### config.mk
export PLATFORM = sky130hd
export DESIGN_NAME = ttt_board_writer_flat
export DESIGN_NICKNAME = d
export VERILOG_FILES = /design/src/rtl/ttt_board_writer_pkg.sv /design/src/rtl/ttt_board_writer_if.sv /design/src/rtl/ttt_board_writer_line_detect.sv /design/src/rtl/ttt_board_writer.sv /design/src/flat_wrapper.sv
export SDC_FILE = /design/constraint.sdc
export NUM_CORES = 1
export LEC_CHECK = 0
export CORE_MARGIN = 4
export CORE_UTILIZATION = 48
export CTS_CLUSTER_SIZE = 10
export DETAILED_ROUTE_END_ITERATION = 10
export GPL_TIMING_DRIVEN = 1
export HOLD_SLACK_MARGIN = 0.03
export PLACE_DENSITY = 0.76
export SYNTH_ARGS = -nofsm -noshare
export SYNTH_HDL_FRONTEND = slang
export SYNTH_SLANG_ARGS = --single-unit
### constraint.sdc
create_clock -name clk -period 3.9 [get_ports clk]
set_clock_uncertainty 0.15 [all_clocks]
set_input_delay 0.78 -clock clk [delete_from_list [all_inputs] [get_ports clk]]
set_output_delay 0.78 -clock clk [all_outputs]
set_load 0.01 [all_outputs]
### src/rtl/ttt_board_writer_pkg.sv
// Shared types and constants for the tic-tac-toe board writer.
// Cell k sits at board bits [17-2k:16-2k], O in the upper bit.
package ttt_pkg;

   typedef enum logic [1:0] {
      PLAY,
      CHECK,
      WIN,
      DRAW
   } state_t;

   localparam logic [1:0] WIN_NONE = 2'b00;
   localparam logic [1:0] WIN_X    = 2'b01;
   localparam logic [1:0] WIN_O    = 2'b10;
   localparam logic [1:0] WIN_DRAW = 2'b11;

   localparam logic [3:0] LINES [8][3] = '{
      '{4'd0, 4'd1, 4'd2},
      '{4'd3, 4'd4, 4'd5},
      '{4'd6, 4'd7, 4'd8},
      '{4'd0, 4'd3, 4'd6},
      '{4'd1, 4'd4, 4'd7},
      '{4'd2, 4'd5, 4'd8},
      '{4'd0, 4'd4, 4'd8},
      '{4'd2, 4'd4, 4'd6}
   };

   function automatic logic [4:0] o_bit(input logic [3:0] k);
      return 5'd17 - {k, 1'b0};
   endfunction

   function automatic logic [4:0] x_bit(input logic [3:0] k);
      return 5'd16 - {k, 1'b0};
   endfunction

   function automatic logic [1:0] cell_row(input logic [3:0] k);
      logic [3:0] r;
      r = k / 4'd3;
      return r[1:0];
   endfunction

   function automatic logic [1:0] cell_col(input logic [3:0] k);
      logic [3:0] c;
      c = k % 4'd3;
      return c[1:0];
   endfunction

endpackage

### src/rtl/ttt_board_writer_if.sv
// Button inputs and board/status outputs of the board writer.
// The writer is the slave; the button front-end drives as master.
interface ttt_board_writer_if;
   import ttt_pkg::*;

   logic        btn_up;
   logic        btn_down;
   logic        btn_left;
   logic        btn_right;
   logic        btn_place;
   logic        btn_new_game;
   logic [17:0] board;
   logic [3:0]  cursor;
   logic        turn_o;
   logic [3:0]  move_count;
   logic        game_over;
   logic [1:0]  winner;
   logic        place_reject;

   modport master (
      output btn_up, btn_down, btn_left, btn_right,
      output btn_place, btn_new_game,
      input  board, cursor, turn_o, move_count,
      input  game_over, winner, place_reject
   );

   modport slave (
      input  btn_up, btn_down, btn_left, btn_right,
      input  btn_place, btn_new_game,
      output board, cursor, turn_o, move_count,
      output game_over, winner, place_reject
   );

endinterface

### src/rtl/ttt_board_writer_line_detect.sv
// Flags a completed row, column or diagonal in one side's mark plane.
module ttt_line_detect
   import ttt_pkg::*;
(
   input  logic [8:0] i_plane,
   output logic       o_any_line
);

   always_comb begin
      o_any_line = 1'b0;
      for (int l = 0; l < 8; l++) begin
         if (i_plane[LINES[l][0]] &&
             i_plane[LINES[l][1]] &&
             i_plane[LINES[l][2]])
            o_any_line = 1'b1;
      end
   end

endmodule

### src/rtl/ttt_board_writer.sv
// Owns the tic-tac-toe board: cursor, placement, turn and result.
module ttt_board_writer
   import ttt_pkg::*;
#(
   parameter logic       FIRST_O     = 1'b1,
   parameter logic [3:0] CURSOR_HOME = 4'd4
)
(
   input logic              clk,
   input logic              rst_n,
   ttt_board_writer_if.slave bus
);

   state_t      r_state;
   logic [17:0] r_board;
   logic [3:0]  r_cursor;
   logic        r_turn_o;
   logic [3:0]  r_move_count;
   logic        r_game_over;
   logic [1:0]  r_winner;
   logic        r_place_reject;

   logic [8:0]  w_o_plane;
   logic [8:0]  w_x_plane;
   logic [8:0]  w_mover_plane;
   logic        w_any_line;
   logic        w_cell_free;
   logic [1:0]  w_row;
   logic [1:0]  w_col;
   logic [3:0]  w_next_cursor;

   for (genvar k = 0; k < 9; k++) begin : g_plane
      assign w_o_plane[k] = r_board[17-2*k];
      assign w_x_plane[k] = r_board[16-2*k];
   end

   assign w_mover_plane = r_turn_o ? w_o_plane : w_x_plane;
   assign w_cell_free   = !w_o_plane[r_cursor] && !w_x_plane[r_cursor];
   assign w_row         = cell_row(r_cursor);
   assign w_col         = cell_col(r_cursor);

   ttt_line_detect u_line (
      .i_plane    (w_mover_plane),
      .o_any_line (w_any_line)
   );

   // Moves wrap inside the current row or column.
   always_comb begin
      w_next_cursor = r_cursor;
      if (bus.btn_up)
         w_next_cursor = (w_row == 2'd0) ? r_cursor + 4'd6 : r_cursor - 4'd3;
      else if (bus.btn_down)
         w_next_cursor = (w_row == 2'd2) ? r_cursor - 4'd6 : r_cursor + 4'd3;
      else if (bus.btn_left)
         w_next_cursor = (w_col == 2'd0) ? r_cursor + 4'd2 : r_cursor - 4'd1;
      else if (bus.btn_right)
         w_next_cursor = (w_col == 2'd2) ? r_cursor - 4'd2 : r_cursor + 4'd1;
   end

   always_ff @(posedge clk) begin
      if (!rst_n) begin
         r_state        <= PLAY;
         r_board        <= '0;
         r_cursor       <= CURSOR_HOME;
         r_turn_o       <= FIRST_O;
         r_move_count   <= '0;
         r_game_over    <= 1'b0;
         r_winner       <= WIN_NONE;
         r_place_reject <= 1'b0;
      end else begin
         r_place_reject <= 1'b0;
         if (bus.btn_new_game) begin
            r_state      <= PLAY;
            r_board      <= '0;
            r_cursor     <= CURSOR_HOME;
            r_turn_o     <= FIRST_O;
            r_move_count <= '0;
            r_game_over  <= 1'b0;
            r_winner     <= WIN_NONE;
         end else begin
            unique case (r_state)
               PLAY: begin
                  if (bus.btn_place) begin
                     if (w_cell_free) begin
                        if (r_turn_o)
                           r_board[o_bit(r_cursor)] <= 1'b1;
                        else
                           r_board[x_bit(r_cursor)] <= 1'b1;
                        if (r_move_count != 4'd9)
                           r_move_count <= r_move_count + 4'd1;
                        r_state <= CHECK;
                     end else begin
                        r_place_reject <= 1'b1;
                     end
                  end else begin
                     r_cursor <= w_next_cursor;
                  end
               end
               CHECK: begin
                  if (w_any_line) begin
                     r_state     <= WIN;
                     r_game_over <= 1'b1;
                     r_winner    <= r_turn_o ? WIN_O : WIN_X;
                  end else if (r_move_count == 4'd9) begin
                     r_state     <= DRAW;
                     r_game_over <= 1'b1;
                     r_winner    <= WIN_DRAW;
                  end else begin
                     r_state  <= PLAY;
                     r_turn_o <= !r_turn_o;
                  end
               end
               WIN, DRAW: begin
               end
            endcase
         end
      end
   end

   assign bus.board        = r_board;
   assign bus.cursor       = r_cursor;
   assign bus.turn_o       = r_turn_o;
   assign bus.move_count   = r_move_count;
   assign bus.game_over    = r_game_over;
   assign bus.winner       = r_winner;
   assign bus.place_reject = r_place_reject;

endmodule
### src/flat_wrapper.sv
// flat-port wrapper written by rule: the top's interface ports become plain ports
module ttt_board_writer_flat import ttt_pkg::*;
#(
   parameter logic       FIRST_O     = 1'b1,
   parameter logic [3:0] CURSOR_HOME = 4'd4
)
  (clk, rst_n, bus_btn_up, bus_btn_down, bus_btn_left, bus_btn_right, bus_btn_place, bus_btn_new_game, bus_board, bus_cursor, bus_turn_o, bus_move_count, bus_game_over, bus_winner, bus_place_reject);
  ttt_board_writer_if bus_i ();
  input logic clk;
  input logic rst_n;
  input wire logic [$bits(bus_i.btn_up)-1:0] bus_btn_up;
  input wire logic [$bits(bus_i.btn_down)-1:0] bus_btn_down;
  input wire logic [$bits(bus_i.btn_left)-1:0] bus_btn_left;
  input wire logic [$bits(bus_i.btn_right)-1:0] bus_btn_right;
  input wire logic [$bits(bus_i.btn_place)-1:0] bus_btn_place;
  input wire logic [$bits(bus_i.btn_new_game)-1:0] bus_btn_new_game;
  output wire logic [$bits(bus_i.board)-1:0] bus_board;
  output wire logic [$bits(bus_i.cursor)-1:0] bus_cursor;
  output wire logic [$bits(bus_i.turn_o)-1:0] bus_turn_o;
  output wire logic [$bits(bus_i.move_count)-1:0] bus_move_count;
  output wire logic [$bits(bus_i.game_over)-1:0] bus_game_over;
  output wire logic [$bits(bus_i.winner)-1:0] bus_winner;
  output wire logic [$bits(bus_i.place_reject)-1:0] bus_place_reject;
  assign bus_i.btn_up = bus_btn_up;
  assign bus_i.btn_down = bus_btn_down;
  assign bus_i.btn_left = bus_btn_left;
  assign bus_i.btn_right = bus_btn_right;
  assign bus_i.btn_place = bus_btn_place;
  assign bus_i.btn_new_game = bus_btn_new_game;
  assign bus_board = bus_i.board;
  assign bus_cursor = bus_i.cursor;
  assign bus_turn_o = bus_i.turn_o;
  assign bus_move_count = bus_i.move_count;
  assign bus_game_over = bus_i.game_over;
  assign bus_winner = bus_i.winner;
  assign bus_place_reject = bus_i.place_reject;
  ttt_board_writer #(.FIRST_O(FIRST_O), .CURSOR_HOME(CURSOR_HOME)) u_core (.clk(clk), .rst_n(rst_n), .bus(bus_i));
endmodule
==> results of run 1 <==
## metrics by stage
step	instances	setup slack [ns]	area, sq um	hold slack, ns	utilization, %
6_report	378	0.279	2870	0.313	63.8
3_3_place_gp	371	0.357	2780	0.297	61.8
2_1_floorplan	282	0.109	2300	0.357	-
4_1_cts	378	0.117	2870	0.318	63.7
5_1_grt	378	0.00302	2870	0.337	63.8
3_5_place_dp	371	0.150	2780	0.303	61.8
## worst max-delay path by stage
stage	start	to	cells past startpoint
after floorplan	u_core.bus.cursor[1]$_SDFFE_PP0P_	u_core.bus.cursor[2]$_SDFFE_PP1P_	14
after global placement	u_core.bus.cursor[1]$_SDFFE_PP0P_	u_core.bus.cursor[2]$_SDFFE_PP1P_	14
after detailed placement	u_core.bus.cursor[1]$_SDFFE_PP0P_	u_core.bus.cursor[2]$_SDFFE_PP1P_	14
after CTS	u_core.bus.cursor[1]$_SDFFE_PP0P_	u_core.bus.cursor[2]$_SDFFE_PP1P_	14
after global routing	u_core.bus.cursor[1]$_SDFFE_PP0P_	u_core.bus.cursor[2]$_SDFFE_PP1P_	14
final	u_core.bus.cursor[1]$_SDFFE_PP0P_	u_core.bus.cursor[2]$_SDFFE_PP1P_	14
## state kept, by name, summed over array words and instances (netlist names)
register,count
u_core.bus.winner,2
u_core.r_state,2
u_core.bus.move_count,4
u_core.bus.place_reject,1
u_core.bus.cursor,4
u_core.bus.turn_o,1
u_core.bus.game_over,1
u_core.bus.board,18
## cell usage in the layout (no fill, tap or decap), types with 3 or more instances in the layout
master	count
clkdlybuf4s50_1	38
nand2_1	36
dfxtp_1	32
nor2_1	18
inv_1	16
a21oi_1	16
ha_1	16
o21ai_0	13
a22o_1	12
buf_4	11
nand3_1	10
nor3_1	9
xnor2_1	6
o21ai_1	6
mux2i_1	6
clkbuf_8	6
nor2b_1	5
nand2b_1	4
a22oi_1	4
a31oi_1	4
o211ai_1	3
nand4_1	3
o21a_1	3
mux2_2	3
## area by class of cell
class / count / area share (%)
timing repair buffer: 49 / 16.1
inverter: 16 / 2.09
sequential: 33 / 23.0
clock buffer: 7 / 3.00
tap: 52 / 2.26
multi-input combinational: 221 / 53.5
## routing by layer
metal  part of all wire, %  global-route usage (%)  vias up
met3                   5.1                    3.86        7
li1                      -                       -     1126
met4                   1.2                    6.76        0
met2                    48                    35.0       72
met1                    45                    23.5     1039
met5                     0                       0        -
## cells by family after synthesis
family          share of synthesized area, %
compound gates                          27.9
xor+xnor                                3.04
mux                                     5.54
simple gates                            21.2
buf+inv                                 4.94
flops                                   28.7
fa+ha+maj                               8.69
## synthesized netlist by cell type (7+ instances only)
master,count
nand2_1,36
dfxtp_1,33
nor2_1,18
a21oi_1,16
ha_1,16
inv_1,16
o21ai_0,13
a22o_1,12
nand3_1,10
nor3_1,9
clkbuf_1,7
## worst max-delay path, cell delays in order (launching register included)
cell,delay [ns]
dfxtp_2,0.38
inv_1,0.07
ha_1,0.22
o21ai_2,0.23
nand2_1,0.09
ha_1,0.23
nor2b_1,0.12
a221o_1,0.18
inv_1,0.08
ha_1,0.25
a2111oi_2,0.42
mux2_1,0.38
a2111oi_2,0.42
o31a_1,0.22
a311oi_2,0.08
## power by group through the flow
stage               registers [mW]  logic, mW  clock network (mW)
global route                 0.355      0.225               0.272
global placement             0.360      0.199                   0
floorplan                    0.362      0.140                   0
CTS                          0.353      0.203               0.261
detailed placement           0.361      0.202                   0
finish                       0.353      0.206               0.255
## timing repair
| item | in CTS | in global routing |
|---|---|---|
| endpoints found under the setup margin | 0 | 1 |
| setup buffers | 0 | 0 |
| resized for setup | 0 | 2 |
==> summary.txt, run 1 <==
Global routing
  – Largest net degree at the start of global routing: 27
  – Total GRT Usage: 19.7%
  – Initial antenna violation count: 0
  – GRT overflow: 0
  – Vias in the first global route: 2077
  – First-pass GRT wire length: a little under 10000 microns

Power and ir drop
  – Worst vdd ir: between 0.1 and 0.15 mV
  – Leakage: 1.09 nW
  – Switching Fraction: 29.9%
  – Total Power: 815 uW
  – Switch Pwr: 243 uW
  – PwrDens: about 280 nW/um^2
  – Gate power share: between 20% and 30%
  – Clk pwr share: 31.3%
  – Register share of total power: a little over two fifths
  – Cell internal pwr: 571 uW

Route
  – Vias: 2244
  – WL per Instance: 15.4 microns
  – Pre-antenna DRT Iters: 4
  – 1st-iter DRT viols: 191
  – Vias per cell: 5.94
  – DRC: 0
  – WL final: around 5800 microns
  – Remaining antenna violation count: 0

Cells and area
  – # fillers: 404
  – Nets: 350
  – Layout Area Growth over Synthesis: 24.8%
  – # diodes: 0
  – Multi-input logic area: 1540 sq um
  – Reg area: about 660 sq um
  – Layout cells sized above 1: 10.4%

Critical path
  – Startpoint types: flop
  – Reg2reg start: u_core.bus.cursor[1]$_SDFFE_PP0P_
  – Flop-to-flop setup slack: 0.28 ns
  – Worst Path Max Fanout: 6
  – Critical path class: flop to flop
  – Worst path arrival time: 3.63 ns
  – Setup crit end kind: flop
  – Worst-case reg-to-reg path depth: 14
  – Required time worst endpoint: between 3 and 4 ns
  – Reg2reg end: u_core.bus.cursor[2]$_SDFFE_PP1P_

Yosys
  – Sequential-to-total area share from yosys stat: 28.7%
  – Warnings, synthesis: 0
  – Number of synthesized flops with an enable pin: 0
  – Syn Nets: between 300 and 400
  – Ranking of synthesized cells by area: dfxtp_1 29%, ha_1 8.7%, nand2_1 5.9%
  – Top_reg_cell synth: dfxtp_1
  – Syn avg cell area: roughly 8.2 sq um
  – Post-synth ARST share: 0%
  – Post-synth top area cell: dfxtp_1
  – Post-synthesis cell count: 282
  – Yosys top cell area share: 28.7%
  – Post-synthesis register bit count: 33
  – Netlist cell types: 59
  – Post-Syn Area: about 2300 sq um

Run status
  – Status: complete, no violations

Die
  – I/O pins: 39
  – FP Rows: 24
  – Die W: between 70 and 80 microns
  – Initial core utilization: 51.1%
  – Die height: around 77 microns
  – Die Area: 5970 sq um
  – Placeable Area: 4500 sq um

Clocking
  – Clk buf depth: 2
  – Clock tree from TritonCTS: yes
  – CTS H-tree depth: 2
  – Worst skew pair latency: 0.28 ns
  – Num CTS Buffers: 5
  – CTS root buf: clkbuf_8
  – # clock sinks: 33
  – Clock-pin transition on the worst setup and hold timing paths: 0.06 ns
  – Hold Buf Count CTS: 0

STA
  – Max-slew violation count: 0
  – Setup TNS: 0 ns
  – RSZ-0062 raised after global routing: no
  – F_max: between 200 and 300 MHz
  – Slew HR: 57.9%
  – Period utilisation layout: between 90 and 100%
  – Worst-Margin Slew: 0.623 ns
  – Final setup vio count: 0
  – Final Hold Viols: 0
  – Min Clock Period, post-route: 3.62 ns

Placement
  – Gpl congestion: 0.872
  – Half-perimeter wire length after placement: 4490 microns
  – Port buffer count: 38

Hold path
  – Hold Path End: u_core.bus.winner[0]$_SDFFE_PP0P_
  – Hold Crit Class: flop to flop
  – Hold path startpoint: u_core.bus.winner[0]$_SDFFE_PP0P_
  – Hold depth: 1

Flow run
  – Number of max-cap violations: 0
No activity file was read; power rests on OpenSTA's default activity.
==> run 2, diff against run 1 <==
--- a/config.mk
+++ b/config.mk
@@ -6,12 +6,12 @@
 export NUM_CORES = 1
 export LEC_CHECK = 0
 export CORE_MARGIN = 4
-export CORE_UTILIZATION = 48
+export CORE_UTILIZATION = 55
 export CTS_CLUSTER_SIZE = 10
 export DETAILED_ROUTE_END_ITERATION = 10
 export GPL_TIMING_DRIVEN = 1
 export HOLD_SLACK_MARGIN = 0.03
-export PLACE_DENSITY = 0.76
+export PLACE_DENSITY = 0.82
 export SYNTH_ARGS = -nofsm -noshare
 export SYNTH_HDL_FRONTEND = slang
 export SYNTH_SLANG_ARGS = --single-unit
==> constraint.sdc (replaced) <==
create_clock -name clk -period 4.4 [get_ports clk]
set_clock_uncertainty 0.15 [all_clocks]
set_input_delay 0.88 -clock clk [delete_from_list [all_inputs] [get_ports clk]]
set_output_delay 0.88 -clock clk [all_outputs]
set_load 0.01 [all_outputs]
==> summary.txt, run 2 (synthesized netlist as in run 1, its figures left out) <==
Power and ir drop
  – Leakage: 1.06 nW (-2.9%)
  – PwrDens: 252 nW/um^2 (-11%)
  – Worst vdd ir: 0.105 mV (-25%)
  – Total Power: 712 uW (-13%)

Critical path
  – Largest stage delay on the critical path: 0.53 ns (+0.11 ns)
  – Worst path arrival time: 4.06 ns (+0.43 ns)
  – Worst Path Max Fanout: 12 (+6)
  – CP cell instances: inv_1, ha_1, o21ai_2, nand2_1, ha_1, nor2b_1, a221o_1, inv_1, ha_1, a2111oi_2, mux2_1, a2111oi_0, o31a_1, a311oi_2
  – Startpoint types: flop
  – CP top delay family: compound AO/OA/AOI/OAI gates
  – Critical path class: flop to flop
  – Required time worst endpoint: 4.41 ns (+0.50 ns)
  – Setup crit end kind: flop
  – Most frequent CP cell: ha_1
  – Slowest CP cell: a2111oi_2
  – Worst path bufs/invs: 2 (unchanged)

STA
  – Min Clock Period, post-route: 4.05 ns (+0.429 ns)
  – Worst-Margin Slew: 0.604 ns (-0.0190 ns)
  – F_max: 247 MHz (-11%)
  – Final Hold Viols: 0 (unchanged)
  – Period utilisation layout: 92.0% (-0.79 points)
  – Max-slew violation count: 0 (unchanged)
  – Setup TNS: 0 ns (unchanged)
  – Final setup vio count: 0 (unchanged)
  – Slew HR: 59.5% (+1.6 points)
  – Setup slack after layout: 0.350 ns (+0.0708 ns)
  – WHS: 0.317 ns (+0.00375 ns)
  – RSZ-0062 raised after global routing: no

Hold path
  – Hold Crit Class: flop to flop

Route
  – WL final: 5950 microns (+2.1%)
  – Remaining antenna violation count: 0 (unchanged)
  – Vias: 2259 (+0.67%)
  – WL per Instance: 16.0 microns (+4.0%)
  – Pre-antenna DRT Iters: 4 (unchanged)
  – Vias per cell: 6.09 (+2.6%)
  – 1st-iter DRT viols: 191 (unchanged)
  – DRC: 0 (unchanged)

Die
  – Die Area: 5290 sq um (-11%)
  – Die W: 72.7 microns (-5.9%)
  – Placeable Area: 4030 sq um (-11%)
  – I/O pins: 39 (unchanged)
  – Initial core utilization: 57.2% (+6.0 points)
  – Die height: 72.7 microns (-5.9%)
  – FP Rows: 23 (-4.2%)

Cells and area
  – Non-filler instance count after layout: 371 (-1.9%)
  – Layout Area Growth over Synthesis: 22.5%
  – Multi-input logic area: 1530 sq um (-0.41%)
  – Nets: 344 (-1.7%)
  – Layout cells sized above 1: 9.35% (-1.1 points)
  – # diodes: 0 (unchanged)
  – Max reg flops: 18 (unchanged)
  – # fillers: 355 (-12%)
  – Post-route cell area: 2820 sq um (-1.8%)
  – Reg area: 663 sq um (+0.19%)
  – Most common cell after layout, fill and taps aside: clkdlybuf4s50_1
  – Commonest non-fill, non-tap cells in the layout: 38 x clkdlybuf4s50_1, 36 x nand2_1, 31 x dfxtp_1, 18 x nor2_1
  – Post-layout util: 70.0% (+6.2 points)

Placement
  – DP Area: 2730 sq um (-1.8%)
  – Port buffer count: 38 (unchanged)
  – Half-perimeter wire length after placement: 4560 microns (+1.5%)
  – Gpl congestion: 0.935 (+7.1%)
  – Placed cells: 363 (-2.2%)
  – Dpl ws: 0.227 ns (+0.0762 ns)

Clocking
  – Clock tree from TritonCTS: yes
  – Post-CTS Setup Bufs: 0 (unchanged)
  – CTS H-tree depth: 2 (unchanged)
  – CTS root buf: clkbuf_8
  – Clk buf depth: 2 (unchanged)
  – # clock sinks: 33 (unchanged)
  – Worst skew pair latency: 0.29 ns (about the same)
  – Num CTS Buffers: 5 (unchanged)
  – Hold Buf Count CTS: 0 (unchanged)
  – Clock-pin transition on the worst setup and hold timing paths: 0.07 ns (about the same)

Global routing
  – Total GRT Usage: 24.5% (+4.8 points)
  – GRT overflow: 0 (unchanged)
  – Initial antenna violation count: 0 (unchanged)
  – First-pass GRT wire length: 10300 microns (+7.0%)
  – Vias in the first global route: 2151 (+3.6%)
  – Largest net degree at the start of global routing: 27 (unchanged)

Flow run
  – Number of max-cap violations: 0 (unchanged)

Run status
  – Status: complete, no violations
run 2: cell types whose count changed in the layout (fill, tap and decap cells not counted):
cell | previous run | this run
buf_4 | 11 | 5
clkinv_2 | 0 | 2
a2111oi_0 | 0 | 1
a2111oi_2 | 2 | 1
clkbuf_1 | 1 | 0
clkbuf_8 | 6 | 5
clkinvlp_4 | 0 | 1
dfxtp_1 | 32 | 31
dfxtp_2 | 1 | 2
run 2: what timing repair did:
item | CTS | global route
endpoints found under the hold margin | 0 | 0
gates resized for setup | 0 | 2
setup endpoints to repair | 0 | 1
run 2: layout make-up:
cell class                 count  share of cell area [%]
inverter                      16                    2.13
tap                           50                    2.22
clock inverter                 3                   0.621
sequential                    33                    23.5
clock buffer                   5                    2.44
multi-input combinational    221                    54.3
timing repair buffer          43                    14.8
run 2: worst paths after layout:
path	start	endpoint	slack [ns]	depth (start not counted)
hold reg to reg	u_core.bus.game_over$_SDFFE_PP0P_	u_core.bus.game_over$_SDFFE_PP0P_	0.32	1
setup / recovery	u_core.bus.cursor[1]$_SDFFE_PP0P_	u_core.bus.cursor[2]$_SDFFE_PP1P_	0.35	14
hold / removal	u_core.bus.game_over$_SDFFE_PP0P_	u_core.bus.game_over$_SDFFE_PP0P_	0.32	1
setup reg to reg	u_core.bus.cursor[1]$_SDFFE_PP0P_	u_core.bus.cursor[2]$_SDFFE_PP1P_	0.35	14
run 2: routing by layer:
metal	vias to the layer above	wire length, microns	track usage (%)
met2	92	2850	42.2
met4	0	185	9.84
met1	1034	2510	30.0
met3	19	396	4.41
met5	-	0	0
li1	1114	-	-
run 2: report_power, final:
group	internal (mW)	leakage, nW	switching (mW)
combinational	0.0735	0.747	0.102
clock	0.109	0.0439	0.113
sequential	0.305	0.267	0.0101
==> run 3, diff against run 2 <==
--- a/config.mk
+++ b/config.mk
@@ -5,13 +5,16 @@
 export SDC_FILE = /design/constraint.sdc
 export NUM_CORES = 1
 export LEC_CHECK = 0
+export CELL_PAD_IN_SITES_DETAIL_PLACEMENT = 2
+export CELL_PAD_IN_SITES_GLOBAL_PLACEMENT = 2
 export CORE_MARGIN = 4
-export CORE_UTILIZATION = 55
+export CORE_UTILIZATION = 34
+export CTS_BUF_LIST = sky130_fd_sc_hd__clkbuf_4 sky130_fd_sc_hd__clkbuf_8 sky130_fd_sc_hd__clkbuf_16
 export CTS_CLUSTER_SIZE = 10
 export DETAILED_ROUTE_END_ITERATION = 10
 export GPL_TIMING_DRIVEN = 1
 export HOLD_SLACK_MARGIN = 0.03
-export PLACE_DENSITY = 0.82
+export PLACE_DENSITY_LB_ADDON = 0.1
 export SYNTH_ARGS = -nofsm -noshare
 export SYNTH_HDL_FRONTEND = slang
 export SYNTH_SLANG_ARGS = --single-unit
==> summary.txt, run 3 (synthesized netlist as in run 1, its figures left out) <==
STA
  – RSZ-0062 raised after global routing: no
  – Min Clock Period, post-route: 4.10 ns (+0.0537 ns)
  – Final Hold Viols: 0 (unchanged)
  – Worst-Margin Slew: 0.631 ns (+0.0262 ns)
  – Setup slack after layout: 0.296 ns (-0.0537 ns)
  – F_max: 244 MHz (-1.3%)
  – Setup TNS: 0 ns (unchanged)
  – Max-slew violation count: 0 (unchanged)
  – Slew HR: 57.7% (-1.9 points)
  – Final setup vio count: 0 (unchanged)
  – Period utilisation layout: 93.3% (+1.2 points)

Clocking
  – Clock-pin transition on the worst setup and hold timing paths: 0.08 ns (about the same)
  – Num CTS Buffers: 5 (unchanged)
  – CTS root buf: clkbuf_8
  – Clock tree from TritonCTS: yes
  – Worst skew pair latency: 0.29 ns (about the same)
  – Clk buf depth: 2 (unchanged)
  – Post-CTS Setup Bufs: 0 (unchanged)
  – # clock sinks: 33 (unchanged)
  – CTS H-tree depth: 2 (unchanged)

Route
  – Pre-antenna DRT Iters: 4 (unchanged)
  – Vias: 2342 (+3.7%)
  – WL met2: 3970 microns (+39%)
  – Met3 Routed Length: 132 microns (-67%)
  – Vias per cell: 5.87 (-3.6%)
  – DRC: 0 (unchanged)
  – 1st-iter DRT viols: 97 (-49%)
  – WL per Instance: 19.6 microns (+22%)
  – Wire length on met1: 3600 microns (+44%)
  – Remaining antenna violation count: 0 (unchanged)
  – WL final: 7810 microns (+31%)
  – Top routing layer in use: met4

Die
  – Die Area: 8160 sq um (+54%)
  – Die height: 90.3 microns (+24%)
  – Placeable Area: 6460 sq um (+60%)
  – Die W: 90.3 microns (+24%)
  – I/O pins: 39 (unchanged)
  – Initial core utilization: 35.7% (-22 points)
  – FP Rows: 29 (+26%)

Power and ir drop
  – PwrDens: 254 nW/um^2 (+0.82%)
  – Leakage: 1.06 nW (+0.48%)
  – Worst vdd ir: 0.102 mV (-2.8%)
  – Total Power: 731 uW (+2.7%)

Hold path
  – Hold depth: 1 (unchanged)
  – Hold Path End: u_core.bus.winner[0]$_SDFFE_PP0P_
  – Hold Crit Class: flop to flop
  – Hold path startpoint: u_core.bus.winner[0]$_SDFFE_PP0P_

Global routing
  – Largest net degree at the start of global routing: 34 (+26%)
  – First-pass GRT wire length: 12900 microns (+25%)
  – Total GRT Usage: 19.2% (-5.3 points)
  – Initial antenna violation count: 0 (unchanged)
  – GRT overflow: 0 (unchanged)
  – Vias in the first global route: 2477 (+15%)

Cells and area
  – # diodes: 0 (unchanged)
  – Max reg flops: 18 (unchanged)
  – Commonest non-fill, non-tap cells in the layout: 38 x clkdlybuf4s50_1, 36 x nand2_1, 32 x dfxtp_1, 18 x nor2_1
  – Layout Area Growth over Synthesis: 24.8%
  – Nets: 345 (+0.29%)
  – Multi-input logic area: 1540 sq um (+0.82%)
  – Post-route cell area: 2870 sq um (+1.9%)
  – Most common cell after layout, fill and taps aside: clkdlybuf4s50_1
  – # fillers: 756 (+110%)
  – Layout cells sized above 1: 9.32% (-0.029 points)
  – Reg area: 662 sq um (-0.19%)

Critical path
  – Reg2reg start: u_core.bus.cursor[1]$_SDFFE_PP0P_
  – Worst Path Max Fanout: 7 (-5)
  – Reg2reg end: u_core.bus.cursor[2]$_SDFFE_PP1P_
  – Flop-to-flop setup slack: 0.30 ns (-0.05 ns)
  – Startpoint types: flop
  – Required time worst endpoint: 4.41 ns (about the same)
  – Setup crit end kind: flop
  – Worst-case reg-to-reg path depth: 13 (-1)
  – Critical path class: flop to flop
  – Worst path arrival time: 4.11 ns (+0.05 ns)

Placement
  – DP Area: 2770 sq um (+1.5%)
  – Dpl ws: 0.114 ns (-0.112 ns)
  – Half-perimeter wire length after placement: 5980 microns (+31%)
  – Gpl congestion: 0.891 (-4.7%)
  – Port buffer count: 38 (unchanged)

Run status
  – Status: complete, no violations

Flow run
  – Number of max-cap violations: 0 (unchanged)
==> run 3: changes by cell type in the layout (fill, tap and decap cells not counted) <==
cell,previous run,this run
dfxtp_2,2,1
a2111oi_4,1,2
dfxtp_1,31,32
a2111oi_2,1,0
buf_4,5,6
==> run 3: what timing repair did <==
item	CTS	global route
hold buffers	0	0
setup endpoints to repair	0	1
gates resized for setup	0	2
==> run 3: final cells by class <==
class / count / area share, %
Timing Repair Buffer: 44 / 14.8
Sequential cell: 33 / 23.0
Multi-Input combinational cell: 221 / 53.7
Inverter: 16 / 2.09
Tap cell: 77 / 3.35
Clock buffer: 5 / 2.39
Clock inverter: 3 / 0.609
==> run 3: metal layers <==
| metal | up-vias | GRT usage [%] |
|---|---|---|
| met5 | - | 0 |
| met4 | 0 | 5.23 |
| met3 | 12 | 2.00 |
| met2 | 35 | 34.8 |
| met1 | 1181 | 24.1 |
| li1 | 1114 | - |
==> run 3: where the power goes <==
| part | total (mW) | internal [mW] | switching, mW |
|---|---|---|---|
| registers | 0.314 | 0.304 | 0.00988 |
| logic | 0.189 | 0.0748 | 0.114 |
| clock network | 0.228 | 0.109 | 0.118 |
==> run 3: critical path, stage by stage (launching register included) <==
cell	delay (ns)
dfxtp_1	0.49
ha_1	0.36
o21ai_2	0.14
nand2_1	0.09
ha_1	0.31
nor2b_1	0.18
a221o_1	0.21
inv_1	0.09
ha_1	0.27
a2111oi_4	0.47
mux2_1	0.36
a2111oi_0	0.52
o31a_1	0.23
a311oi_2	0.09
==> run 3: worst max path at each step <==
stage / startpoint / endpoint / slack, ns / cells past startpoint
after CTS: u_core.bus.cursor[2]$_SDFFE_PP1P_ / u_core.bus.cursor[2]$_SDFFE_PP1P_ / 0.11 / 13
after global placement: u_core.bus.cursor[2]$_SDFFE_PP1P_ / u_core.bus.cursor[2]$_SDFFE_PP1P_ / 0.40 / 13
after global routing: u_core.bus.cursor[1]$_SDFFE_PP0P_ / u_core.bus.cursor[2]$_SDFFE_PP1P_ / 0.06 / 14
final: u_core.bus.cursor[1]$_SDFFE_PP0P_ / u_core.bus.cursor[2]$_SDFFE_PP1P_ / 0.30 / 13
after floorplan: u_core.bus.cursor[1]$_SDFFE_PP0P_ / u_core.bus.cursor[2]$_SDFFE_PP1P_ / 0.44 / 14
after detailed placement: u_core.bus.cursor[2]$_SDFFE_PP1P_ / u_core.bus.cursor[2]$_SDFFE_PP1P_ / 0.11 / 13
==> run 3: stage by stage <==
stage                     util [%]  hold WS (ns)  instances
after global placement        42.9         0.299        391
final                         44.5         0.320        399
after CTS                     44.3         0.326        399
after global routing          44.5         0.348        399
after floorplan                  -         0.357        282
after detailed placement      42.9         0.307        391
